## src/rtl/led_pattern_ticker_pkg.sv

```systemverilog
// Shared definitions for the LED pattern ticker: channel modes, walk direction
// and a helper that sizes counters from their range.
package led_pattern_ticker_pkg;

    typedef enum logic [1:0] {
        MODE_BIN   = 2'b00,
        MODE_GRAY  = 2'b01,
        MODE_WALK  = 2'b10,
        MODE_BLINK = 2'b11
    } mode_e;

    typedef enum logic {
        DIR_LEFT  = 1'b0,
        DIR_RIGHT = 1'b1
    } dir_e;

    // A counter spanning 0..range-1 never collapses below one bit.
    function automatic int cntWidth(input int range);
        return (range > 1) ? $clog2(range) : 1;
    endfunction

endpackage

```

## src/rtl/led_pattern_ticker_channel.sv

```systemverilog
// One pattern channel: holds its registered mode, binary step counter, walk
// direction and the registered output pattern.
module led_pattern_ticker_channel
    import led_pattern_ticker_pkg::*;
#(
    parameter int WIDTH = 8
) (
    input  logic             clk,
    input  logic             rst_n,
    input  logic             i_adv,
    input  logic             i_clear,
    input  logic [1:0]       i_mode,
    output logic [WIDTH-1:0] o_pattern
);

    mode_e            r_mode;
    dir_e             r_dir;
    logic [WIDTH-1:0] r_b;
    logic [WIDTH-1:0] r_pattern;

    mode_e            w_newMode;
    logic             w_modeChange;
    logic [WIDTH-1:0] w_bInc;
    logic [WIDTH-1:0] w_advPattern;
    dir_e             w_advDir;

    function automatic logic [WIDTH-1:0] initPattern(input mode_e m);
        return (m == MODE_WALK) ? WIDTH'(1) : '0;
    endfunction

    assign w_newMode    = mode_e'(i_mode);
    assign w_modeChange = (w_newMode != r_mode);
    assign w_bInc       = r_b + WIDTH'(1);

    // Walk flips direction on reaching an end, so an end position lasts only one tick.
    always_comb begin
        w_advPattern = r_pattern;
        w_advDir     = r_dir;
        case (r_mode)
            MODE_BIN:   w_advPattern = w_bInc;
            MODE_GRAY:  w_advPattern = w_bInc ^ (w_bInc >> 1);
            MODE_WALK: begin
                if (r_dir == DIR_LEFT) begin
                    if (r_pattern[WIDTH-1]) begin
                        w_advPattern = r_pattern >> 1;
                        w_advDir     = DIR_RIGHT;
                    end else begin
                        w_advPattern = r_pattern << 1;
                    end
                end else begin
                    if (r_pattern[0]) begin
                        w_advPattern = r_pattern << 1;
                        w_advDir     = DIR_LEFT;
                    end else begin
                        w_advPattern = r_pattern >> 1;
                    end
                end
            end
            MODE_BLINK: w_advPattern = ~r_pattern;
        endcase
    end

    // Re-init (mode change, then clear) takes precedence over a coinciding advance.
    always_ff @(posedge clk or negedge rst_n) begin
        if (!rst_n) begin
            r_mode    <= MODE_BIN;
            r_dir     <= DIR_LEFT;
            r_b       <= '0;
            r_pattern <= '0;
        end else if (w_modeChange) begin
            r_mode    <= w_newMode;
            r_dir     <= DIR_LEFT;
            r_b       <= '0;
            r_pattern <= initPattern(w_newMode);
        end else if (i_clear) begin
            r_dir     <= DIR_LEFT;
            r_b       <= '0;
            r_pattern <= initPattern(r_mode);
        end else if (i_adv) begin
            r_dir     <= w_advDir;
            r_b       <= w_bInc;
            r_pattern <= w_advPattern;
        end
    end

    assign o_pattern = r_pattern;

endmodule

```

## src/rtl/led_pattern_ticker.sv

```systemverilog
// Heartbeat/status generator: a free-running prescaler produces an exact-period
// tick shared by all pattern channels, plus an independent clock-enable divider.
module led_pattern_ticker
    import led_pattern_ticker_pkg::*;
#(
    parameter int CLOCK_FREQ = 50000000,
    parameter int TICK_HZ    = 1,
    parameter int CE_DIV     = 2,
    parameter int CHANNELS   = 2,
    parameter int WIDTH      = 8
) (
    input  logic                      clk,
    input  logic                      rst_n,
    input  logic [CHANNELS-1:0]       en_i,
    input  logic [CHANNELS-1:0]       clear_i,
    input  logic [2*CHANNELS-1:0]     mode_i,
    output logic                      ce_o,
    output logic                      tick_o,
    output logic [WIDTH*CHANNELS-1:0] pattern_o
);

    localparam int TICK_CYCLES = CLOCK_FREQ / TICK_HZ;
    localparam int TICK_W      = cntWidth(TICK_CYCLES);
    localparam int CE_W        = cntWidth(CE_DIV);

    localparam logic [TICK_W-1:0] TICK_LAST = TICK_W'(TICK_CYCLES - 1);
    localparam logic [CE_W-1:0]   CE_LAST   = CE_W'(CE_DIV - 1);

    logic [TICK_W-1:0]   r_tickCnt;
    logic                r_tick;
    logic [CE_W-1:0]     r_ceCnt;
    logic                r_ce;
    logic [CHANNELS-1:0] w_adv;

    // The tick is registered from the terminal count, so it lands one cycle after it.
    always_ff @(posedge clk or negedge rst_n) begin
        if (!rst_n) begin
            r_tickCnt <= '0;
            r_tick    <= 1'b0;
        end else begin
            r_tick    <= (r_tickCnt == TICK_LAST);
            r_tickCnt <= (r_tickCnt == TICK_LAST) ? '0 : r_tickCnt + TICK_W'(1);
        end
    end

    always_ff @(posedge clk or negedge rst_n) begin
        if (!rst_n) begin
            r_ceCnt <= '0;
            r_ce    <= 1'b0;
        end else begin
            r_ce    <= (r_ceCnt == CE_LAST);
            r_ceCnt <= (r_ceCnt == CE_LAST) ? '0 : r_ceCnt + CE_W'(1);
        end
    end

    assign w_adv  = {CHANNELS{r_tick}} & en_i;
    assign tick_o = r_tick;
    assign ce_o   = r_ce;

    for (genvar c = 0; c < CHANNELS; c++) begin : g_chan
        led_pattern_ticker_channel #(
            .WIDTH(WIDTH)
        ) u_chan (
            .clk      (clk),
            .rst_n    (rst_n),
            .i_adv    (w_adv[c]),
            .i_clear  (clear_i[c]),
            .i_mode   (mode_i[2*c +: 2]),
            .o_pattern(pattern_o[WIDTH*c +: WIDTH])
        );
    end

endmodule

```

## config.mk

```make
export PLATFORM = sky130hd
export DESIGN_NAME = led_pattern_ticker
export DESIGN_NICKNAME = d
export VERILOG_FILES = /design/src/rtl/led_pattern_ticker_pkg.sv /design/src/rtl/led_pattern_ticker_channel.sv /design/src/rtl/led_pattern_ticker.sv
export SDC_FILE = /design/constraint.sdc
export NUM_CORES = 1
export LEC_CHECK = 0
export CORE_ASPECT_RATIO = 1.5
export CORE_MARGIN = 2
export CORE_UTILIZATION = 25
export CTS_CLUSTER_SIZE = 14
export DETAILED_ROUTE_END_ITERATION = 12
export SLEW_MARGIN = 20
export SYNTH_ARGS = -nofsm -noshare
export SYNTH_HDL_FRONTEND = slang
export SYNTH_SLANG_ARGS = --single-unit
```

## constraint.sdc

```tcl
create_clock -name clk -period 2.4 [get_ports clk]
set_input_delay 0.36 -clock clk [delete_from_list [all_inputs] [get_ports clk]]
set_output_delay 0.36 -clock clk [all_outputs]
set_load 0.02 [all_outputs]
```

* Word level (Yosys, flattened, before mapping)
Index checks and enable logic that the tools add are counted.
Word-level totals: memories kept 0, word-level logic and storage cells 80, bits of input ports 10, bits in registers 67, bits in latches 0, output and inout port bits 18, bits in read-only memories 0, memory bits (writable) 0
Cells by class: bitwise logic cells 5, order comparisons 0, $mul 0, equal/unequal tests 11, reductions and logical operators 8, multiplexer cells 40, shifts and indexed selects 0, div/mod/pow operators 0, add/subtract/negate cells 4
Operator list (number):
- $mux W8 | 18
- $pmux W8 S4 | 2
- $add A26 B1 Y26 const B | 1
- $eq A26 B26 Y1 const B | 1
- $mux W26 | 1
- $mux W1 | 19
- $add A8 B1 Y8 const B | 2
- $not A8 Y8 | 2
- $xor A8 B7 Y8 | 2
- $eq A2 B2 Y1 const B | 6
- $reduce_bool A3 Y1 | 4
- $eq A2 B1 Y1 const B | 2
- $logic_not A2 Y1 | 2
- $ne A2 B2 Y1 | 2
- $reduce_and A2 Y1 | 2
- $and A2 B2 Y2 | 1
- $add A1 B1 Y1 const B | 1

* Depth between registers and ports, before layout
Gate-level depths: netlist (run 1).
depth after elaboration 6, gate-level depth with buffers 8, depth with buffers taken out 6

* Modules after synthesis
From an unflattened synthesis (run 1), not the netlist that was laid out.
Unflattened totals: cell total of the unflattened synthesis 520, area, all modules 4499.3 µm²
Modules (own cells, without submodules):
- led_pattern_ticker_channel | instances 2, sequential area each 475.5 µm², cells an instance 188, area each 1525.2 µm²
- led_pattern_ticker | instances 1, sequential area each 725.7 µm², cells an instance 144, area each 1448.9 µm²

* Worst setup path before layout (run 1)
Ideal clock, no wire load.
path kind flip-flop to flip-flop, start point register g_chan[0].u_chan.r_pattern[7], end point register g_chan[0].u_chan.r_pattern[0], clock period less this slack 1749 ps, path slack 651 ps, cell stages (with the launch flop) 7, path buffers 1, library setup time 124 ps, arrival 1625 ps, data required time 2276 ps, cells stage by stage dfrtp_1 -> or2_1 -> and2_1 -> buf_2 -> a2111oi_0 -> o32ai_1 -> o31a_1
On the way: longest elaborated chain between the ends 6
RTL lines:
- start: declaration | line led_pattern_ticker_channel.sv:19 | logic [WIDTH-1:0] r_pattern;
- start signal: assignment | line led_pattern_ticker_channel.sv:74 | r_pattern <= initPattern(w_newMode);
- start signal: assignment | line led_pattern_ticker_channel.sv:78 | r_pattern <= initPattern(r_mode);
- start signal: assignment | line led_pattern_ticker_channel.sv:82 | r_pattern <= w_advPattern;
- $mux W8 | line led_pattern_ticker_channel.sv:44 | if (r_pattern[WIDTH-1]) begin
- $mux W8 | line led_pattern_ticker_channel.sv:43 | if (r_dir == DIR_LEFT) begin
- $pmux W8 S4 | line led_pattern_ticker_channel.sv:39 | case (r_mode)
- $mux W8 | line led_pattern_ticker_channel.sv:79 | end else if (i_adv) begin
- $mux W8 | line led_pattern_ticker_channel.sv:75 | end else if (i_clear) begin
- $mux W8 | line led_pattern_ticker_channel.sv:70 | end else if (w_modeChange) begin
No other way between the ends. The select of a mux whose other input is x is not followed. A chain may end at the register's enable or synchronous reset.

* Worst setup path after layout (run 1)
start point register g_chan[0].u_chan.r_b[1], end point register g_chan[0].u_chan.r_pattern[6]
On the way: longest elaborated chain between the ends 6
RTL lines:
- start: declaration | line led_pattern_ticker_channel.sv:18 | logic [WIDTH-1:0] r_b;
- start signal: assignment | line led_pattern_ticker_channel.sv:81 | r_b <= w_bInc;
- $add A8 B1 Y8 * | line led_pattern_ticker_channel.sv:33 | assign w_bInc = r_b + WIDTH'(1);
- $xor A8 B7 Y8 | line led_pattern_ticker_channel.sv:41 | MODE_GRAY: w_advPattern = w_bInc ^ (w_bInc >> 1);
- $pmux W8 S4 * | line led_pattern_ticker_channel.sv:39
- $mux W8 * | line led_pattern_ticker_channel.sv:79
- $mux W8 * | line led_pattern_ticker_channel.sv:75
- $mux W8 * | line led_pattern_ticker_channel.sv:70
Every way passes the cells marked *; elsewhere a longest branch is shown, timed or not. The select of a mux whose other input is x is not followed.

==> metrics.cfg, run 1 <==
[grt]
first_global_vias=3754
grt_pass1_wl_um=17800
grt_start_max_net_pins=68
antenna_found_initial=0
overflow=0
globalRouteTotalUtil_pct=11.8

[sta]
slew_viol_final=0
maxSlewHeadroom_pct=62.1
tightestPinTransition_ns=0.569
fin_crit_ns=2.09
max_freq_mhz=478
finalCritPeriodShare_pct=87.1
fin_setup_tns_ns=0
rsz0062_at_grt=false
setup_viol=0
fin_skew_ns=0.00754
final_hold_viol_count=0

[power]
power_density_nw_per_um2=519
leakage_uw=0.00199
ir_drop_mv=0.378
switching_power_uw=613
p_comb_share_pct=5.3
internal_power_uw=1990
power_frac_seq_pct=44.4
switching_share_pct=23.5
p_clk_share_pct=50.3

[die]
pin_count=28
initial_utilization_pct=25.4
core_um2=16800
num_rows=58
die_width_um=111
die-area_um2=18100
die_h_um=164

[worst_hold_path]
hold_class=input port to async pin

[clock_network]
cts.sinks=67
cts_buffers=9
cts_tree=built
clock_latency_ns=0.33
post_cts_buffers=0
cts-resized-gates=0
cts_hold_buf=0
cts_max_level=3
root_buffer=clkbuf_16
clk_pin_slew_worst_paths_ns=0.06
clockBufferDepth=2

[critical_path]
slowest_delay_ns=0.50
critPathMaxFanout=11
crit_family=compound AO/OA/AOI/OAI gates
path_buf_inv=0
path_cells=ha_1, and4b_1, a311oi_1, a2111oi_0, a41oi_1, a32o_1
crit_slowest_cell=dfrtp_1
critPathCaptureType=flip-flop
critPathArrivalTime_ns=2.32
start_kind=flip-flop
cp.required_ns=2.62
ff2ff_setup_slack_ns=0.31
path_class=flip-flop to flip-flop

[routing]
drc=0
dr.pass1.iters=4
wl_per_cell_um=14.4
first_iter_violations=151
ant_nets=0
vias=3722
viasPerCell=5.16
wl_um=10400

[synthesis]
ys_types=64
syn_area_per_cell_um2=8.63
synth-edff-count=0
synth_top_area_cell=dfrtp_1
netlist_area_um2=4260
synth-seq-area-share_pct=39.3
synth-seq-cells=67
ys_warn_count=0
synth_top_cell_area_share_pct=39.3
synthTopCellsByArea=dfrtp_1 (39%), xor2_1 (6.0%), nor2_1 (4.4%)
ys_async_sr_fraction_pct=100
syn_nets=507
synthCells=494
ys.flop_type=dfrtp_1

[placement]
dp.cells=706
portBuffers=27
post-dp-hpwl_um=7400
routabilityCongestion=0.830

[cells_and_area]
drive_above_1_share_pct=8.40
fillers=1739
nNetsFinal=520
syn_to_final_growth_pct=17.7
post-route-util_pct=29.9
antenna_cells=0
layoutNonFillerInstCount=722

[job]
maxCapViolCount=0

[status]
outcome=complete, no violations

==> kinds of logic after synthesis <==
logic type / synth area share (%)
compound gates: 18.4
flops: 39.3
fa+ha+maj: 0.881
buf+inv: 5.52
xor+xnor: 10.4
mux: 2.47
simple gates: 23.0
==> power by group through the flow <==
| stage | logic, uW | registers [uW] | clock network (uW) |
|---|---|---|---|
| 2_1_floorplan | 70.3 | 1170 | 0 |
| 3_3_place_gp | 139 | 1180 | 0 |
| 3_5_place_dp | 141 | 1180 | 0 |
| 4_1_cts | 141 | 1160 | 1340 |
| 5_1_grt | 154 | 1160 | 1390 |
| 6_report | 138 | 1160 | 1310 |
==> placed cells by master, fill, tap and decap left out, types with 15 or more instances in the layout <==
cell type,n
a21oi_1,35
inv_1,15
nand3_1,25
nand2_1,45
clkdlybuf4s50_1,26
xnor2_1,19
o21ai_0,22
nor2_1,50
xor2_1,29
dfrtp_1,67
==> area by class of cell <==
cell class,count,area (um2),area share (%)
Clock buffer,9,225,4.49
Clock inverter,7,68.8,1.37
Sequential cell,67,1680,33.4
Timing Repair Buffer,40,375,7.48
Inverter,15,56.3,1.12
Multi-Input combinational cell,374,2350,46.9
Tap cell,210,263,5.24
==> per-stage QoR <==
| step | hold WS [ns] | instance area [um2] | total power [uW] | setup WS (ns) |
|---|---|---|---|---|
| after floorplan | 0.0644 | 4260 | 1240 | 0.651 |
| after global placement | 0.363 | 4720 | 1310 | 0.281 |
| after detailed placement | 0.370 | 4720 | 1320 | 0.238 |
| after CTS | 0.0468 | 5020 | 2640 | 0.338 |
| after global routing | 0.0608 | 5020 | 2700 | 0.208 |
| final | 0.0178 | 5020 | 2600 | 0.309 |
==> final timing paths <==
| check | cells past startpoint | from | end |
|---|---|---|---|
| worst max register to register | 6 | g_chan[0].u_chan.r_b[1] | g_chan[0].u_chan.o_pattern[6] |
| min in group clk | 0 | r_ceCnt | ce_o |
| max in group asynchronous | 2 | rst_n | g_chan[0].u_chan.r_dir |
| worst min-delay path | 2 | rst_n | g_chan[1].u_chan.r_mode[1] |
| worst max-delay path | 6 | g_chan[0].u_chan.r_b[1] | g_chan[0].u_chan.o_pattern[6] |
| worst min register to register | 0 | r_ceCnt | ce_o |
==> synth_stat cells (all sizes together), types with 4 or more instances <==
master  number
a211oi       6
a21oi       35
a311oi       4
a31oi        8
and2         6
and3         7
buf         22
clkbuf      16
dfrtp       67
inv         15
mux2         4
mux2i        6
nand2       46
nand3       25
nand3b       4
nand4       10
nor2        50
nor3        13
nor4         5
o211ai       8
o21ai       23
o31ai        5
or3          7
xnor2       19
xor2        29
==> sequential cells by signal, summed over array words and instances, names as in the netlist <==
signal                   count
ce_o                         1
g_chan.u_chan.r_b           16
g_chan.u_chan.o_pattern     16
g_chan.u_chan.r_mode         4
r_ceCnt                      1
tick_o                       1
g_chan.u_chan.r_dir          2
r_tickCnt                   26
==> per-layer routing <==
| layer | vias up | track usage [%] | share of wire, % |
|---|---|---|---|
| li1 | 1812 | - | - |
| met1 | 1831 | 13.1 | 42 |
| met2 | 55 | 21.0 | 52 |
| met3 | 24 | 2.44 | 2.8 |
| met4 | 0 | 6.82 | 3.5 |
| met5 | - | 0 | 0 |
(Power assumes the default switching activity.)
==> run 2: changes to the inputs <==
- CORE_UTILIZATION: 25 -> 35
==> metrics.cfg, run 2 (same netlist as run 1, synthesis figures left out) <==
[critical_path]
critPathArrivalTime_ns=2.24  ; -0.08 ns
ff2ff_setup_slack_ns=0.37  ; +0.07 ns
cp.required_ns=2.61  ; about the same
r2r.worst_path.cells=7  ; +1
critPathMaxFanout=15  ; +4
path_class=flip-flop to flip-flop
crit_start=g_chan[0].u_chan.r_b[1]
r2r-end=g_chan[0].u_chan.o_pattern[6]
critPathCaptureType=flip-flop
rr_startpoint=g_chan[0].u_chan.r_b[1]
start_kind=flip-flop

[clock_network]
cts-resized-gates=0  ; unchanged
clock_latency_ns=0.33  ; about the same
cts_tree=built
cts_hold_buf=0  ; unchanged
clk_pin_slew_worst_paths_ns=0.06  ; about the same
cts.sinks=67  ; unchanged
cts_max_level=3  ; unchanged
post_cts_buffers=0  ; unchanged
cts_buffers=9  ; unchanged
clockBufferDepth=2  ; unchanged
root_buffer=clkbuf_16

[grt]
antenna_found_initial=0  ; unchanged
globalRouteTotalUtil_pct=16.8  ; +5.0 points
overflow=0  ; unchanged
grt_start_max_net_pins=27  ; -60%
first_global_vias=3685  ; -1.8%
grt_pass1_wl_um=17700  ; -0.89%

[routing]
dr.pass1.iters=4  ; unchanged
vias=3694  ; -0.75%
first_iter_violations=304  ; +100%
wl_um=10500  ; +0.98%
ant_nets=0  ; unchanged
drc=0  ; unchanged
viasPerCell=5.53  ; +7.3%
wl_per_cell_um=15.7  ; +9.1%

[job]
maxCapViolCount=0  ; unchanged

[cells_and_area]
nNetsFinal=524  ; +0.77%
largest_register=r_tickCnt
layout_commonest_cell=dfrtp_1
largest_register_ffs=26  ; unchanged
syn_to_final_growth_pct=16.4
final_cell_mix=dfrtp_1 (67), nor2_1 (50), nand2_1 (45), a21oi_1 (35), xor2_1 (29)
drive_above_1_share_pct=8.74  ; +0.34 points
antenna_cells=0  ; unchanged

[sta]
maxSlewHeadroom_pct=59.6  ; -2.5 points
finalCritPeriodShare_pct=84.4  ; -2.8 points
fin_crit_ns=2.03  ; -0.0661 ns
fin_setup_tns_ns=0  ; unchanged
setup_viol=0  ; unchanged
final_hold_viol_count=0  ; unchanged
fin_skew_ns=0.00729  ; -0.000255 ns
max_freq_mhz=494  ; +3.3%
tightestPinTransition_ns=0.606  ; +0.0369 ns
slew_viol_final=0  ; unchanged
rsz0062_at_grt=false

[die]
num_rows=49  ; -16%
die_width_um=94.1  ; -15%
initial_utilization_pct=35.7  ; +10 points
die_h_um=139  ; -15%
die-area_um2=13100  ; -28%
core_um2=12000  ; -29%
pin_count=28  ; unchanged

[worst_hold_path]
hold_class=input port to async pin

[power]
leakage_uw=0.00200  ; +0.82%
power_uw=2610  ; about the same
ir_drop_mv=0.253  ; -33%
power_density_nw_per_um2=525  ; +1.2%

[placement]
post-dp-hpwl_um=7570  ; +2.3%
routabilityCongestion=0.848  ; +2.2%
portBuffers=27  ; unchanged

[status]
outcome=complete, no violations

[run 2: cell types whose count changed in the layout (fill, tap and decap cells not counted)]
cell,before,now
clkinvlp_4,2,1
buf_4,12,17
clkbuf_8,0,1
buf_12,1,0
clkbuf_1,0,1
clkinv_2,3,1
[run 2: per-stage QoR]
step,util [%],cell area (um2),std cells,hold WS [ns],setup WS [ns]
6_report,41.5,4960,668,0.0364,0.375
5_1_grt,41.5,4960,668,0.0777,0.201
4_1_cts,41.5,4960,668,0.0425,0.389
3_5_place_dp,39.0,4670,653,0.368,0.281
3_3_place_gp,39.0,4670,653,0.361,0.311
2_1_floorplan,-,4260,494,0.0644,0.651
[run 2: final cells by class]
class / count / area [um2]
timing repair buffer: 44 / 393
clock buffer: 11 / 243
tap: 153 / 191
multi-input combinational: 374 / 2350
inverter: 15 / 56.3
clock inverter: 4 / 51.3
fill: 1200 / 6990
sequential: 67 / 1680
[run 2: layer usage]
metal	wire [um]	global-route usage [%]	up-vias
li1	-	-	1807
met1	4310	19.0	1799
met2	5660	30.1	71
met3	300	3.04	17
met4	208	7.55	0
met5	0	0	-
[run 2: critical path, stage by stage (launching register included)]
cell and delay [ns]:
dfrtp_1 0.49, ha_1 0.31, buf_4 0.21, a21oi_1 0.24, o21ai_0 0.11, o21ai_0 0.12
a41oi_1 0.15, a32o_1 0.29
[run 2: worst max-delay path by stage]
| stage | endpoint | slack [ns] | depth (start not counted) |
|---|---|---|---|
| 2_1_floorplan | g_chan[0].u_chan.o_pattern[0] | 0.65 | 6 |
| 3_3_place_gp | g_chan[0].u_chan.o_pattern[5] | 0.31 | 6 |
| 3_5_place_dp | g_chan[1].u_chan.o_pattern[5] | 0.28 | 5 |
| 4_1_cts | g_chan[0].u_chan.o_pattern[6] | 0.39 | 7 |
| 5_1_grt | g_chan[1].u_chan.o_pattern[2] | 0.20 | 6 |
| 6_report | g_chan[0].u_chan.o_pattern[6] | 0.37 | 7 |
[run 2: where the power goes]
part	switching, uW	internal [uW]
Sequential	20.2	1140
Combinational	84.5	54.0
Clock	483	827
Total	588	2020
==> variant 1: new RTL, flow settings as in run 2 <==
Reset style: synchronous (`rst_n`), changed in 3 clocked blocks.
--- a/src/rtl/led_pattern_ticker_channel.sv
+++ b/src/rtl/led_pattern_ticker_channel.sv
@@ -63,3 +63,3 @@
     // Re-init (mode change, then clear) takes precedence over a coinciding advance.
-    always_ff @(posedge clk or negedge rst_n) begin
+    always_ff @(posedge clk) begin
         if (!rst_n) begin
--- a/src/rtl/led_pattern_ticker.sv
+++ b/src/rtl/led_pattern_ticker.sv
@@ -35,3 +35,3 @@
     // The tick is registered from the terminal count, so it lands one cycle after it.
-    always_ff @(posedge clk or negedge rst_n) begin
+    always_ff @(posedge clk) begin
         if (!rst_n) begin
@@ -45,3 +45,3 @@
 
-    always_ff @(posedge clk or negedge rst_n) begin
+    always_ff @(posedge clk) begin
         if (!rst_n) begin
Function: differs if rst_n is asserted again (counterexample within 4 cycles, from zero or initial values and one cycle with rst_n low); with rst_n held inactive, the same outputs for 10 cycles.
==> variant 1 against run 2 <==
- sequential cell count unchanged
- synthesized area is 4.5% lower
- utilization is 0.47 points higher
- wire length shrank 2.1%
- worst setup slack worse by 0.069 ns
- total power up 4.5%
- final cell count is 2.1% higher
- design area shrank 3.5%
==> variant 1: results (changes against run 2) <==
holdPathStages: 1
drt_iter0_markers: 136  # -55%
synth_warnings: 0  # unchanged
gr-usage-all-layers: 0.1733  # +0.005317
seq_area_um2: 1341  # -20%
ys_types: 66  # +3.1%
layout.area.top_class: "multi-input gates"
nFlopsAndLatches: 67  # unchanged
relSlewSlack: 0.5890  # -0.007053
clock-root-buffer: "clkbuf_16"
synth_area_leaders: "dfxtp_1 (33%), xnor2_1 (6.0%), nor2_1 (5.1%), xor2_1 (4.5%), nand2_1 (3.6%)"
nNonClkBuffers: 42  # -4.5%
htree_levels: 3  # unchanged
clkLatencyLatePin_ns: 0.34
cp.arrival_ns: 2.38  # +0.14 ns
clock_buffers: 10  # -1
p_leak_nw: 1.632  # -19%
slowest_delay_ns: 0.43  # -0.06 ns
wl_per_cell_um: 15.06  # -4.1%
layout.nets: 540  # +3.1%
grt_max_degree: 26  # -3.7%
peakVddDrop_mv: 0.3228  # +28%
p_comb_frac: 0.059  # +0.006
clock_cell_area_share: 0.06661  # +0.007361
syn_nets: 524  # +3.4%
ff2ff_setup_slack_ns: 0.31  # -0.07 ns
critPathTopFamily: "simple AND/OR/NAND/NOR gates"
crit_start: "g_chan[0].u_chan.r_b[1]"
r2r_end: "g_chan[0].u_chan.o_pattern[4]"
clock_path_buffers: 2  # unchanged
globalplace.congestion: 0.9014  # +6.3%
hold_path_end: "r_ceCnt"
finalPower_mw: 2.723  # +4.5%
inverters: 9  # -6
crit_fanout: 7  # -8
cts_buffers: 9  # unchanged
signal_buffer_area_fraction: 0.07994  # +0.0007643
layout-drive-gt1-share: 0.08459  # -0.002792
vias: 3802  # +2.9%
async_reset_ff_frac: 0  # -1.000
min_path_type: "flop to flop"
crit_path_end: "g_chan[0].u_chan.o_pattern[4]"
fillers: 1181  # -1.6%
synthTopCellsByCount: "dfxtp_1 (67), nor2_1 (55), nand2_1 (39), o21ai_0 (28), xnor2_1 (28)"
port_buffers: 27  # unchanged
p_int_mw: 2.108  # +4.5%
grt_pass1_vias: 3695  # +0.27%
dpl.hpwl_mm: 7.502  # -0.95%
critPathSlowestCell: "dfxtp_1"
finClkSkew_ns: 0.005747  # -0.001543 ns
multi_input_area_um2: 2525  # +7.4%
grt_pass1_wl_mm: 17.46  # -1.1%
multi_input_gates: 398  # +6.4%
yosysSeqAreaShare: 0.3293  # -0.06397
outcome: "finished clean"
[variant 1: per-stage QoR]
stage                     instances  instance area, µm²  setup slack (ns)  hold WS (ns)  utilization
final                           682                4790            0.3055        0.4186       0.4197
after CTS                       682                4787            0.2696        0.4193       0.4195
after global placement          666                4468            0.2536        0.3920       0.3916
after global routing            682                4790           0.07755        0.4619       0.4197
after floorplan                 511                4073            0.6346        0.3833            -
after detailed placement        666                4468            0.1908        0.4103       0.3916
[variant 1: kinds of logic (layout without fill, tap and decap cells)]
family,after synthesis,in the layout,share of synthesized area
AND/OR/NAND/NOR,224,224,0.2922
AO/OA/AOI/OAI,114,114,0.1893
flip-flops,67,67,0.3293
XOR/XNOR,49,49,0.1054
buffers and inverters,46,67,0.05131
multiplexers,8,8,0.02335
adder cells (fa/ha/maj),3,3,0.009218
[variant 1: per-layer routing]
layer	global-route usage	vias up	wire length, µm
met5	0	-	0
met4	0.08955	0	351
met3	0.03437	23	334
met2	0.3137	86	5346
met1	0.1902	1819	4235
li1	-	1874	-
==> variant 2: new RTL, flow settings as in run 2 <==
Made on the original files. `CE_DIV`: 2 -> 4.
--- a/src/rtl/led_pattern_ticker.sv
+++ b/src/rtl/led_pattern_ticker.sv
@@ -7,3 +7,3 @@
     parameter int TICK_HZ    = 1,
-    parameter int CE_DIV     = 2,
+    parameter int CE_DIV     = 4,
     parameter int CHANNELS   = 2,
Check against the original RTL: not equivalent (a bounded check fails within 4 cycles, from zero or initial values and one cycle with rst_n low).
==> variant 2 against run 2 <==
- total power up 5.0%
- wire length decreased by 0.44%
- synthesized area increased by 3.5%
- utilization decreased by 0.063 points
- worst setup slack better by 0.11 ns
- sequential cell count grew 1
- design area up 3.5%
- sequential share of layout area fell by 0.64 points
- largest power group unchanged
- highest routed layer unchanged
==> variant 2: results (changes against run 2) <==
outcome: "finished clean"
cp.arrival_ns: 2.13  # -0.11 ns
relSlewSlack: 0.6042  # +0.008099
routed_wl_mm: 10.44  # -0.44%
ff2ff_setup_slack_ns: 0.48  # +0.11 ns
instances_no_fill: 685  # +2.5%
grt_pass1_wl_mm: 17.95  # +1.7%
critPathSlowestCell: "dfrtp_1"
place_inst: 669  # +2.5%
peakVddDrop_mv: 0.2245  # -11%
layout-drive-gt1-share: 0.08507  # -0.002312
drt_iter0_markers: 188  # -38%
syn_nets: 527  # +3.9%
ys_types: 67  # +4.7%
p_leak_nw: 2.009  # +0.35%
htree_levels: 3  # unchanged
vias_per_cell: 5.593  # +1.1%
crit_fanout: 11  # -4
reg2regPathDepth: 7  # unchanged
gr-usage-all-layers: 0.1655  # -0.002470
dpl.hpwl_mm: 7.330  # -3.2%
synthTopCellsByCount: "dfrtp_1 (68), nor2_1 (57), nand2_1 (47), xor2_1 (37), nand3_1 (30)"
grt_max_degree: 69  # +160%
yosysSeqAreaShare: 0.3857  # -0.007602
timing.rr.start: "g_chan[0].u_chan.r_b[1]"
cts_resized: 0  # unchanged
grt_pass1_vias: 3882  # +5.3%
finClkSkew_ns: 0.006915  # -0.0003748 ns
globalplace.congestion: 0.8120  # -4.3%
synth_area_leaders: "dfrtp_1 (39%), xor2_1 (7.3%), nor2_1 (4.8%), xnor2_1 (4.4%), nand2_1 (4.0%)"
layout.nets: 538  # +2.7%
-- variant 2: cell count changes in the layout (fill, tap and decap cells not counted), moves of 6 or more --
cell	delta
nor2_1	+7
a21oi_1	-16
o211ai_1	-6
nand2b_1	+6
xor2_1	+8
inv_1	-8
-- variant 2: cell families (layout without fill, tap and decap cells) --
logic type / after synthesis / in the layout / share of synthesized area
adder cells (fa/ha/maj): 4 / 4 / 0.01134
buffers and inverters: 53 / 69 / 0.05332
multiplexers: 7 / 7 / 0.01673
XOR/XNOR: 60 / 60 / 0.1222
AND/OR/NAND/NOR: 207 / 207 / 0.2277
AO/OA/AOI/OAI: 114 / 114 / 0.1829
flip-flops: 68 / 68 / 0.3857
-- variant 2: area by class of cell --
| class | count | area [µm²] |
|---|---|---|
| Clock buffer | 12 | 246.5 |
| Inverter | 8 | 30.03 |
| Tap cell | 156 | 195.2 |
| Clock inverter | 4 | 72.57 |
| Fill cell | 1232 | 7253 |
| Timing Repair Buffer | 45 | 412.9 |
| Multi-Input combinational cell | 392 | 2475 |
| Sequential cell | 68 | 1702 |
-- variant 2: how the worst max path moves through the flow --
stage                                        from                             to  cells past startpoint
finish                    g_chan[0].u_chan.r_b[1]  g_chan[0].u_chan.o_pattern[6]                      7
global route              g_chan[1].u_chan.r_b[0]  g_chan[1].u_chan.o_pattern[4]                      6
CTS                 g_chan[0].u_chan.o_pattern[0]                   pattern_o[0]                      1
detailed placement                      mode_i[0]  g_chan[0].u_chan.o_pattern[4]                      6
global placement                        mode_i[0]  g_chan[0].u_chan.o_pattern[4]                      6
floorplan                 g_chan[1].u_chan.r_b[1]  g_chan[1].u_chan.o_pattern[5]                      7
-- variant 2: where the power goes --
group          switching (mW)  internal, mW
registers              0.0134          1.15
clock network           0.483         0.936
logic                  0.0947        0.0539
-- variant 2: stage by stage --
| stage | utilization | hold WS [ns] | worst slack, ns | area, µm² |
|---|---|---|---|---|
| 2_1_floorplan | - | 0.06441 | 0.6383 | 4412 |
| 3_3_place_gp | 0.3887 | 0.4105 | 0.2106 | 4815 |
| 3_5_place_dp | 0.3887 | 0.4094 | 0.1773 | 4815 |
| 4_1_cts | 0.4144 | 0.06126 | 0.4968 | 5134 |
| 5_1_grt | 0.4144 | 0.07170 | 0.3137 | 5134 |
| 6_report | 0.4144 | 0.04492 | 0.4838 | 5134 |
-- variant 2: per-layer routing --
layer | GRT usage | up-vias | wire, µm
met3 | 0.02549 | 23 | 308
met1 | 0.1791 | 1885 | 4195
met4 | 0.08797 | 0 | 284
met5 | 0 | - | 0
li1 | - | 1855 | -
met2 | 0.3011 | 68 | 5649
